## config.mk

```make
export PLATFORM = sky130hd
export DESIGN_NAME = pci_dp_target
export DESIGN_NICKNAME = d
export VERILOG_FILES = /design/src/rtl/pci_dp_pkg.sv /design/src/rtl/pci_dp_target_dp_wait_timer.sv /design/src/rtl/pci_dp_target.sv
export SDC_FILE = /design/constraint.sdc
export NUM_CORES = 1
export LEC_CHECK = 0
export CORE_UTILIZATION = 40
export CTS_BUF_LIST = sky130_fd_sc_hd__clkbuf_8
export DETAILED_ROUTE_END_ITERATION = 12
export GPL_ROUTABILITY_DRIVEN = 0
export PLACE_DENSITY_LB_ADDON = 0.2
export SLEW_MARGIN = 20
export SYNTH_ARGS = -nofsm -noshare
export SYNTH_HDL_FRONTEND = slang
export SYNTH_SLANG_ARGS = --single-unit
```

## constraint.sdc

```tcl
create_clock -name mclk -period 5.8 [get_ports mclk]
set_input_delay 1.16 -clock mclk [delete_from_list [all_inputs] [get_ports mclk]]
set_output_delay 1.16 -clock mclk [all_outputs]
set_load 0.02 [all_outputs]
```

## src/rtl/pci_dp_pkg.sv

```systemverilog
// Shared definitions for the PCI data-phase target: state codes, default
// deadline and the wait-counter width helper.
package pci_dp_pkg;

    typedef logic [2:0] dp_state_t;

    localparam dp_state_t ST_IDLE = 3'd0;
    localparam dp_state_t ST_WAIT = 3'd1;
    localparam dp_state_t ST_XFER = 3'd2;
    localparam dp_state_t ST_STOP = 3'd3;
    localparam dp_state_t ST_TURN = 3'd4;

    localparam int DP_MAX_WAIT_DEF = 5;

    function automatic int dp_cnt_w(input int max_wait);
        return $clog2(max_wait + 1);
    endfunction

endpackage

```

## src/rtl/pci_dp_target_dp_wait_timer.sv

```systemverilog
// Wait-edge counter: the rise edge is wait edge 1, each later WAIT edge
// adds one, and deadline flags the edge whose number equals MAX_WAIT.
module dp_wait_timer
    import pci_dp_pkg::*;
#(
    parameter int MAX_WAIT = DP_MAX_WAIT_DEF
) (
    input  logic mclk,
    input  logic rst_n,
    input  logic start,
    input  logic run,
    output logic deadline
);

    localparam int W = dp_cnt_w(MAX_WAIT);

    logic [W-1:0] cnt;
    logic [W-1:0] cur;

    // cur is the number of the wait edge being evaluated right now
    assign cur      = start ? W'(1) : cnt + W'(1);
    assign deadline = (cur == W'(MAX_WAIT));

    always_ff @(posedge mclk or negedge rst_n) begin
        if (!rst_n) begin
            cnt <= '0;
        end else if (start) begin
            cnt <= W'(1);
        end else if (run) begin
            cnt <= cur;
        end
    end

endmodule

```

## src/rtl/pci_dp_target.sv

```systemverilog
// Target-side data-phase responder: answers each data phase with trdy when
// backend data arrives in time, otherwise with a stop/retry before the deadline.
module pci_dp_target
    import pci_dp_pkg::*;
#(
    parameter int DATA_W   = 32,
    parameter int MAX_WAIT = DP_MAX_WAIT_DEF
) (
    input  logic              mclk,
    input  logic              rst_n,
    input  logic              data_phase,
    input  logic              irdy,
    output logic              trdy,
    output logic              stop,
    output logic [DATA_W-1:0] ad_out,
    output logic              ad_oe,
    output logic              be_req,
    input  logic              be_ready,
    input  logic [DATA_W-1:0] be_rdata,
    output logic              irdy_late,
    output logic [7:0]        retry_cnt
);

    dp_state_t state;
    logic      dp_q;
    logic      rise;
    logic      start;
    logic      run;
    logic      wait_edge;
    logic      accept;
    logic      deadline;
    logic      timeout;

    // The rise edge itself already counts as the first wait edge, so a ready
    // backend can be answered with trdy on the very next clock.
    assign rise      = data_phase & ~dp_q;
    assign start     = (state == ST_IDLE) & rise;
    assign run       = (state == ST_WAIT) & data_phase;
    assign wait_edge = start | run;
    assign accept    = wait_edge & be_ready & ~irdy;
    assign timeout   = wait_edge & deadline & ~accept;

    dp_wait_timer #(
        .MAX_WAIT(MAX_WAIT)
    ) u_timer (
        .mclk    (mclk),
        .rst_n   (rst_n),
        .start   (start),
        .run     (run),
        .deadline(deadline)
    );

    always_ff @(posedge mclk or negedge rst_n) begin
        if (!rst_n) begin
            state     <= ST_IDLE;
            dp_q      <= 1'b0;
            trdy      <= 1'b1;
            stop      <= 1'b1;
            ad_out    <= '0;
            ad_oe     <= 1'b0;
            be_req    <= 1'b0;
            irdy_late <= 1'b0;
            retry_cnt <= 8'd0;
        end else begin
            dp_q      <= data_phase;
            be_req    <= start;
            irdy_late <= 1'b0;
            case (state)
                ST_IDLE, ST_WAIT: begin
                    if (accept) begin
                        trdy   <= 1'b0;
                        ad_out <= be_rdata;
                        ad_oe  <= 1'b1;
                        state  <= ST_XFER;
                    end else if (timeout) begin
                        stop      <= 1'b0;
                        irdy_late <= irdy;
                        state     <= ST_STOP;
                        if (retry_cnt != 8'hFF) begin
                            retry_cnt <= retry_cnt + 8'd1;
                        end
                    end else if (start) begin
                        state <= ST_WAIT;
                    end else if ((state == ST_WAIT) && !data_phase) begin
                        state <= ST_IDLE;
                    end
                end
                ST_XFER: begin
                    trdy  <= 1'b1;
                    ad_oe <= 1'b0;
                    state <= ST_TURN;
                end
                // Retry is held until the initiator closes the data phase
                ST_STOP: begin
                    if (!data_phase) begin
                        stop  <= 1'b1;
                        state <= ST_TURN;
                    end
                end
                ST_TURN: begin
                    state <= ST_IDLE;
                end
                default: begin
                    state <= ST_IDLE;
                end
            endcase
        end
    end

endmodule

```

==> impl_metrics.yaml, run 1 <==
synthesis:
  synth_edf_count: 0
  ys.flop_type: "dfrtp_1"
  synth-seq-cells: 52
  syn-num-nets: 189
  synthArstFlopShare_pct: 100
  synth.distinct_cells: 36
  synth_cells: 150
  synth_area_leaders: "dfrtp_1 58%, mux2_2 16%, dfstp_2 2.4%, mux2_1 2.1%, nor4b_2 1.4%"
  synth_largest_area_cell: "dfrtp_1"
  yosys_warnings: 0
  synth_top_area_share_pct: 58.1
  netlist_area_um2: 2150
  syn_avg_cell_area_um2: 14.4
  seq_area_frac_synth_pct: 60.5
detailed_routing:
  drc: 0
  routed_wirelength_um: 4240
  drt_pass1_iterations: 4
  viasPerCell: 4.93
  ant_nets: 0
  vias: 1514
  drt_iter0_drc: 51
  wl_per_cell_um: 13.8
sta:
  worst_pin_slew_ns: 0.659
  fin_ws_ns: 2.85
  clock.fmax_mhz: 338
  setup_violations: 0
  setup_tns_ns: 0
  finalCriticalPeriod_ns: 2.95
  period_share_pct: 50.9
  hold_viol_final: 0
  relSlewSlack_pct: 55.7
  worst_clock_skew_ns: 0.00505
  drv_slew: 0
  rsz0062_at_grt: "false"
setup_path:
  required_ns: 5.98
  crit_fanout: 7
  crit_start: "data_phase"
  slowest_delay_ns: 0.62
  arrival_ns: 3.14
  worstSetupPathType: "input pin to flop"
  critPathCaptureType: "flop"
  ff2ff_path_depth: 4
  crit_slowest_cell: "clkdlybuf4s50_1"
  start_kind: "input pin"
  reg2reg_from: "u_timer.cnt[0]$_DFFE_PN0N_"
  critical_path.cell_chain: "clkdlybuf4s50_1 > nand4bb_4 > or4_4 > nor4b_2 > mux2_1"
status:
  outcome: "finished, final reports clean"
floorplan:
  dieArea_um2: 5680
  boundaryPins: 82
  chipHeight_um: 75.4
  core-area_um2: 5140
  die_w_um: 75.4
  initial_core_util_pct: 41.9
  placementRows: 26
clocking:
  hold_buffers: 0
  cts_sinks: 52
  ctsLongestPathBuffers: 2
  cts_setup_buffers: 0
  cts_tree: "yes"
  clk_latency_ns: 0.29
  htreeDepth: 2
  root_buffer: "clkbuf_8"
  cts_made_buffers: 5
  cts.repair.resized: 0
  clkSlewWorstSetupHoldPaths_ns: 0.09
finish:
  fillCellCount: 438
  area_growth_syn_to_layout_pct: 46.5
  instances_no_fill: 307
  fin_nets: 275
  drive_gt1_share_pct: 21.1
  diodes: 0
  post-route-util_pct: 61.4
pwr:
  powerDensity_nw_per_um2: 356
  ir_drop_mv: 0.245
  total_power_mw: 1.12
  leakagePower_nw: 1.34
run:
  max_cap_violations: 0
grt:
  grt_start_max_net_pins: 53
  antenna_found_initial: 0
  gr-total-overflow: 0
  grt_pass1_wl_um: 7010
  first_global_vias: 1542
  grt.total_usage_pct: 16.4
placement:
  place_ws_ns: 2.54
  dp_hpwl_um: 3080
  numPortBuffers: 81
  dp_cells: 299
worst_hold_path:
  worstHoldPathCells: 1
  hp-class: "flop to flop"
  hp-start: "dp_q$_DFF_PN0_"
==> routing by layer <==
metal  wire [um]  track usage (%)  vias to the layer above
met3         258             3.97                        4
met2        2210             29.0                       40
met1        1740             19.6                      755
met5           0                0                        -
met4          38             5.56                        0
li1            -                -                      715
==> metrics by stage <==
step / area [um2] / hold slack (ns)
after floorplan: 2150 / 0.432
after global placement: 3050 / 0.461
after detailed placement: 3050 / 0.463
after CTS: 3160 / 0.476
after global routing: 3160 / 0.502
final: 3160 / 0.481
==> final cells by class <==
type | count | area (um2) | area share [%]
inverters | 2 | 7.51 | 0.238
flip-flops and latches | 52 | 1300 | 41.3
clock buffers | 5 | 68.8 | 2.18
repair buffers | 84 | 828 | 26.2
multi-input cells | 91 | 821 | 26.0
clock inverters | 3 | 38.8 | 1.23
well taps | 70 | 87.6 | 2.78
==> layout by cell type (no fill, tap or decap), types with 3 or more instances in the layout <==
cell type / netlist / layout
inv_1: 2 / 3
mux2_2: 30 / 30
nand2_1: 7 / 7
nand3_1: 3 / 3
clkbuf_8: 0 / 5
buf_4: 0 / 3
mux2_1: 4 / 4
and3_1: 3 / 3
xor2_1: 3 / 3
a31oi_1: 3 / 3
dfrtp_1: 50 / 50
nand2b_1: 4 / 4
o21ai_0: 4 / 4
nor2_1: 3 / 3
clkdlybuf4s50_1: 0 / 80
==> cells in the mapped netlist (all sizes together), types with 2 or more instances <==
| library cell | number |
|---|---|
| nand2b | 4 |
| dfrtp | 50 |
| dfstp | 2 |
| nor4b | 3 |
| xor2 | 3 |
| mux2 | 34 |
| xnor2 | 2 |
| nor2 | 3 |
| clkbuf | 2 |
| and3 | 3 |
| nor3b | 4 |
| a31oi | 3 |
| ha | 2 |
| nand4b | 2 |
| nand3 | 3 |
| nand2 | 7 |
| inv | 2 |
| buf | 3 |
| o21ai | 4 |
==> logic make-up (layout without fill, tap and decap cells) <==
family | Yosys count | after routing | synth area share, %
AOI/OAI and AO/OA | 15 | 15 | 4.99
xor gates and xnor gates | 5 | 5 | 2.03
adders and majority gates | 2 | 2 | 1.16
buffers and inverters | 7 | 94 | 1.39
DFF | 52 | 52 | 60.5
muxes | 34 | 34 | 17.8
and+or+nand+nor | 35 | 35 | 12.1
==> critical path: cells and delay by family <==
family,cells,cell delay [ns]
buf+inv,1,0.62
mux,1,0.34
simple gates,3,1.01
==> registers in the layout (all words and copies together) (netlist names) <==
name / cells
dp_q: 1
trdy: 1
irdy_late: 1
ad_oe: 1
ad_out: 32
u_timer.cnt: 3
stop: 1
retry_cnt: 8
state: 3
be_req: 1
==> report_power, final <==
group          leakage, nW  switching [mW]  internal (mW)
registers            0.644          0.0495          0.448
logic                0.635           0.178          0.212
clock network       0.0593           0.110          0.126
==> path summary, 6_finish.rpt <==
check	slack, ns	to
max in group asynchronous	4.41	state[1]$_DFFE_PN0P_
min in group asynchronous	0.96	ad_out[2]$_DFFE_PN0P_
setup / recovery	2.85	retry_cnt[7]$_DFFE_PN0P_
setup reg to reg	3.63	retry_cnt[7]$_DFFE_PN0P_
hold reg to reg	0.48	be_req$_DFF_PN0_
hold / removal	0.48	be_req$_DFF_PN0_
No activity file was read; power rests on OpenSTA's default activity.
==> run 2: changes to the inputs <==
Clock period 5.8 ns to 3 ns, I/O delays scaled along.
==> run 2 against run 1 <==
  * Wire length fell by 0.73%
  * Count of clock-buffer cells in the layout did not move
  * Global-route usage fell by 0.50 points
  * Combinational power rose by 93%
  * Sequential share of layout area fell by 0.20 points
  * Worst hold slack got worse by 0.25 ns
  * Clock skew fell by 0.00073 ns
  * Design area rose by 0.48%
  * Non-clock buffer count rose by 2
  * Cell count rose by 0.65%
  * Worst setup slack got worse by 2.2 ns
  * Clock power rose by 94%
  * Critical endpoint unchanged
  * Largest power group unchanged
==> impl_metrics.yaml, run 2 (same netlist as run 1, synthesis figures left out) <==
clocking:
  cts.repair.resized: 0
  ctsLongestPathBuffers: 2
  cts_tree: "yes"
  clkSlewWorstSetupHoldPaths_ns: 0.09
  hold_buffers: 0
  clk_latency_ns: 0.30
  root_buffer: "clkbuf_8"
  cts_setup_buffers: 0
  htreeDepth: 2
  cts_sinks: 52
  cts_made_buffers: 5
pwr:
  switching_share_pct: 29.9
  p_clk_share_pct: 21.1
  power_frac_comb_pct: 34.7
  seq_power_share_pct: 44.2
  leakagePower_nw: 1.35
  netSwitchingPower_mw: 0.650
  total_power_mw: 2.17
  ir_drop_mv: 0.347
  power_report.internal_total_mw: 1.52
  powerDensity_nw_per_um2: 685
setup_path:
  crit_fanout: 7
  critPathCaptureType: "flop"
  critPathBufInv: 1
  worstSetupPathType: "input pin to flop"
  arrival_ns: 2.58
  critical_path.cell_chain: "clkdlybuf4s50_1 > nand4bb_4 > or4_4 > nor4b_2 > mux2_1"
  path_delay_family: "simple AND/OR/NAND/NOR gates"
  start_kind: "input pin"
  required_ns: 3.19
  crit_slowest_cell: "clkdlybuf4s50_1"
  slowest_delay_ns: 0.62
sta:
  hold_viol_final: 0
  finalCriticalPeriod_ns: 2.39
  relSlewSlack_pct: 59.5
  setup_tns_ns: 0
  drv_slew: 0
  worst_clock_skew_ns: 0.00432
  worst_pin_slew_ns: 0.603
  clock.fmax_mhz: 419
  period_share_pct: 79.6
  setup_violations: 0
  timing.hold.ws_ns: 0.231
  rsz0062_at_grt: "false"
finish:
  drive_gt1_share_pct: 21.8
  final_cell_mix: "80 x clkdlybuf4s50_1, 50 x dfrtp_1, 30 x mux2_2"
  diodes: 0
  largestRegisters: "ad_out x32, retry_cnt x8"
  final_common_cell: "clkdlybuf4s50_1"
  fin_nets: 277
  largest_reg_flops: 32
  largest_register: "ad_out"
  area_growth_syn_to_layout_pct: 47.2
status:
  outcome: "finished, final reports clean"
run:
  max_cap_violations: 0
grt:
  antenna_found_initial: 0
  gr-total-overflow: 0
  first_global_vias: 1447
  grt_pass1_wl_um: 6600
  grt.total_usage_pct: 15.9
  grt_start_max_net_pins: 22
detailed_routing:
  routed-wl-met3_um: 285
  wl_per_cell_um: 13.6
  drt_pass1_iterations: 5
  drc: 0
  highest_layer: "met4"
  met1Wirelength_um: 1780
  routed_wirelength_um: 4210
  vias: 1513
  drt_iter0_drc: 37
  ant_nets: 0
  met2_wirelength_um: 2090
  viasPerCell: 4.90
floorplan:
  dieArea_um2: 5680
  core-area_um2: 5140
  die_w_um: 75.4
  initial_core_util_pct: 41.9
  chipHeight_um: 75.4
  placementRows: 26
  boundaryPins: 82
placement:
  numPortBuffers: 81
  dp_hpwl_um: 3160
worst_hold_path:
  hp-class: "input pin to async pin"
==> run 2: metrics by stage <==
stage	worst slack (ns)	cells	util (%)	area, um2
floorplan	0.944	150	-	2150
global placement	0.320	301	59.6	3060
detailed placement	0.277	301	59.6	3060
CTS	0.605	309	61.7	3170
global route	0.498	309	61.7	3170
finish	0.611	309	61.7	3170
==> run 2: final cells by class <==
class | instances | area [um2]
Inverter | 2 | 7.51
Fill cell | 461 | 1970
Clock inverter | 3 | 38.8
Multi-Input combinational cell | 91 | 821
Clock buffer | 5 | 68.8
Sequential cell | 52 | 1300
Tap cell | 70 | 87.6
Timing Repair Buffer | 86 | 843
==> run 2: worst reg2reg max path, stage by stage (launching register included) <==
cell	delay, ns
dfrtp_1	0.45
ha_1	0.38
or4_4	0.57
nor4b_2	0.32
mux2_1	0.35
==> run 2: final timing paths <==
check	start	slack, ns	cells past startpoint	end
worst max-delay path	data_phase	0.61	5	retry_cnt[7]$_DFFE_PN0P_
worst max register to register	u_timer.cnt[0]$_DFFE_PN0N_	0.83	4	retry_cnt[7]$_DFFE_PN0P_
min in group mclk	dp_q$_DFF_PN0_	0.48	1	be_req$_DFF_PN0_
max in group asynchronous	rst_n	2.14	2	ad_out[12]$_DFFE_PN0P_
worst min register to register	dp_q$_DFF_PN0_	0.48	1	be_req$_DFF_PN0_
worst min-delay path	rst_n	0.23	1	retry_cnt[2]$_DFFE_PN0P_
==> run 2: routing by layer <==
layer	GRT usage, %	up-vias
met5	0	-
met4	6.17	0
met3	4.63	7
met2	26.2	44
met1	19.8	741
li1	-	721
==> run 2: power groups by stage <==
| stage | combinational [mW] | clock, mW | sequential [mW] |
|---|---|---|---|
| after floorplan | 0.201 | 0 | 1.14 |
| after global placement | 0.755 | 0 | 0.972 |
| after detailed placement | 0.762 | 0 | 0.974 |
| after CTS | 0.764 | 0.481 | 0.962 |
| after global routing | 0.807 | 0.504 | 0.982 |
| final | 0.754 | 0.458 | 0.960 |
==> run 3: changes to the inputs <==
Clock period 3 ns to 2.3 ns, I/O delays scaled along.
==> run 3 against run 2 <==
  * Worst setup slack worse by 0.39 ns
  * Sequential cell count stayed put
  * Global-route usage is 1.1 points higher
  * Sequential share of layout area is 1.2 points lower
  * Wire length is 6.6% higher
  * Clock power is 33% higher
  * Die area stayed put
  * Via count is 1.7% higher
  * Critical path depth stayed put
  * Cell count is 2.9% higher
  * Non-clock buffer count is 9 higher
  * Combinational power is 37% higher
  * Highest routed layer unchanged
==> impl_metrics.yaml, run 3 (same netlist as run 1, synthesis figures left out) <==
finish:
  fin_nets: 286
  diodes: 0
  multiInputGateArea_um2: 821
  largest_reg_flops: 32
  area_growth_syn_to_layout_pct: 51.5
  largestRegisters: "ad_out x32, retry_cnt x8"
  regArea_um2: 1300
  largest_register: "ad_out"
  drive_gt1_share_pct: 24.6
  final_common_cell: "clkdlybuf4s50_1"
  final_cell_mix: "80 x clkdlybuf4s50_1, 50 x dfrtp_1, 30 x mux2_2"
  fillCellCount: 452
  final_area_um2: 3260
placement:
  dp_hpwl_um: 3380
  numPortBuffers: 81
  placed_cell_area_um2: 3160
detailed_routing:
  routed-wl-met3_um: 237
  met2_wirelength_um: 2290
  highest_layer: "met4"
  ant_nets: 0
  viasPerCell: 4.84
  wl_per_cell_um: 14.1
  drc: 0
  drt_iter0_drc: 48
  routed_wirelength_um: 4490
  drt_pass1_iterations: 4
  met1Wirelength_um: 1920
  vias: 1539
setup_path:
  crit_fanout: 3
  start_kind: "input pin"
  worstSetupPathType: "input pin to flop"
  arrival_ns: 2.27
  critPathCaptureType: "flop"
  required_ns: 2.49
run:
  max_cap_violations: 0
pwr:
  powerDensity_nw_per_um2: 883
  ir_drop_mv: 0.552
  total_power_mw: 2.88
  leakagePower_nw: 1.40
grt:
  gr-total-overflow: 0
  antenna_found_initial: 0
  grt_pass1_wl_um: 7100
  first_global_vias: 1559
  grt_start_max_net_pins: 31
  grt.total_usage_pct: 17.0
status:
  outcome: "finished, final reports clean"
clocking:
  root_buffer: "clkbuf_8"
  cts_setup_buffers: 0
  clkSlewWorstSetupHoldPaths_ns: 0.09
  ctsLongestPathBuffers: 2
  hold_buffers: 0
  cts_sinks: 52
  cts_made_buffers: 5
  cts_tree: "yes"
  cts.repair.resized: 0
  clk_latency_ns: 0.30
  htreeDepth: 2
sta:
  relSlewSlack_pct: 63.5
  hold_viol_final: 0
  finalCriticalPeriod_ns: 2.08
  worst_pin_slew_ns: 0.548
  drv_slew: 0
  rsz0062_at_grt: "false"
  worst_clock_skew_ns: 0.00261
  clock.fmax_mhz: 481
  period_share_pct: 90.4
  setup_violations: 0
floorplan:
  chipHeight_um: 75.4
  placementRows: 26
  boundaryPins: 82
  initial_core_util_pct: 41.9
  dieArea_um2: 5680
  die_w_um: 75.4
  core-area_um2: 5140
worst_hold_path:
  hp-class: "input pin to async pin"
run 3: changes by cell type in the layout (fill, tap and decap cells not counted), sizes merged:
cell	delta
buf	+9
run 3: worst paths after layout:
path                                            start                       end  slack [ns]  cells past startpoint
min in group mclk                      dp_q$_DFF_PN0_          be_req$_DFF_PN0_        0.46                      1
max                                        data_phase  retry_cnt[7]$_DFFE_PN0P_        0.22                      5
max reg2reg                u_timer.cnt[0]$_DFFE_PN0N_  retry_cnt[7]$_DFFE_PN0P_        0.25                      4
min                                             rst_n     ad_out[2]$_DFFE_PN0P_        0.13                      1
min reg2reg                            dp_q$_DFF_PN0_          be_req$_DFF_PN0_        0.46                      1
max in group asynchronous                       rst_n     ad_out[9]$_DFFE_PN0P_        1.63                      2
run 3: layer usage:
| metal | global-route usage, % | up-vias |
|---|---|---|
| li1 | - | 735 |
| met1 | 19.3 | 756 |
| met2 | 30.5 | 43 |
| met3 | 4.76 | 5 |
| met4 | 6.17 | 0 |
| met5 | 0 | - |
run 3: per-stage QoR:
| step | hold slack [ns] | util [%] | TNS, ns | setup slack (ns) | instances |
|---|---|---|---|---|---|
| after floorplan | 0.164 | - | 0 | 0.244 | 150 |
| after global placement | 0.457 | 61.4 | -0.108 | -0.0946 | 310 |
| after detailed placement | 0.450 | 61.4 | -0.200 | -0.107 | 310 |
| after CTS | 0.143 | 63.5 | 0 | 0.225 | 318 |
| after global routing | 0.170 | 63.5 | 0 | 0.168 | 318 |
| final | 0.133 | 63.5 | 0 | 0.221 | 318 |
run 3: cell type report:
class | count | area share [%]
clock inverters | 3 | 1.19
clock buffers | 5 | 2.11
well taps | 70 | 2.68
inverters | 2 | 0.230
flip-flops and latches | 52 | 40.0
repair buffers | 95 | 28.7
multi-input cells | 91 | 25.2
run 3: power by group:
group | internal, mW | total, mW | leakage [nW] | switching (mW)
sequential | 1.13 | 1.24 | 0.644 | 0.110
combinational | 0.561 | 1.03 | 0.699 | 0.469
clock | 0.319 | 0.611 | 0.0593 | 0.292
run 3: critical path, cell delays in order:
cell	delay, ns
clkdlybuf4s50_1	0.53
nand4bb_4	0.12
or4_4	0.52
nor4b_2	0.29
mux2_1	0.34
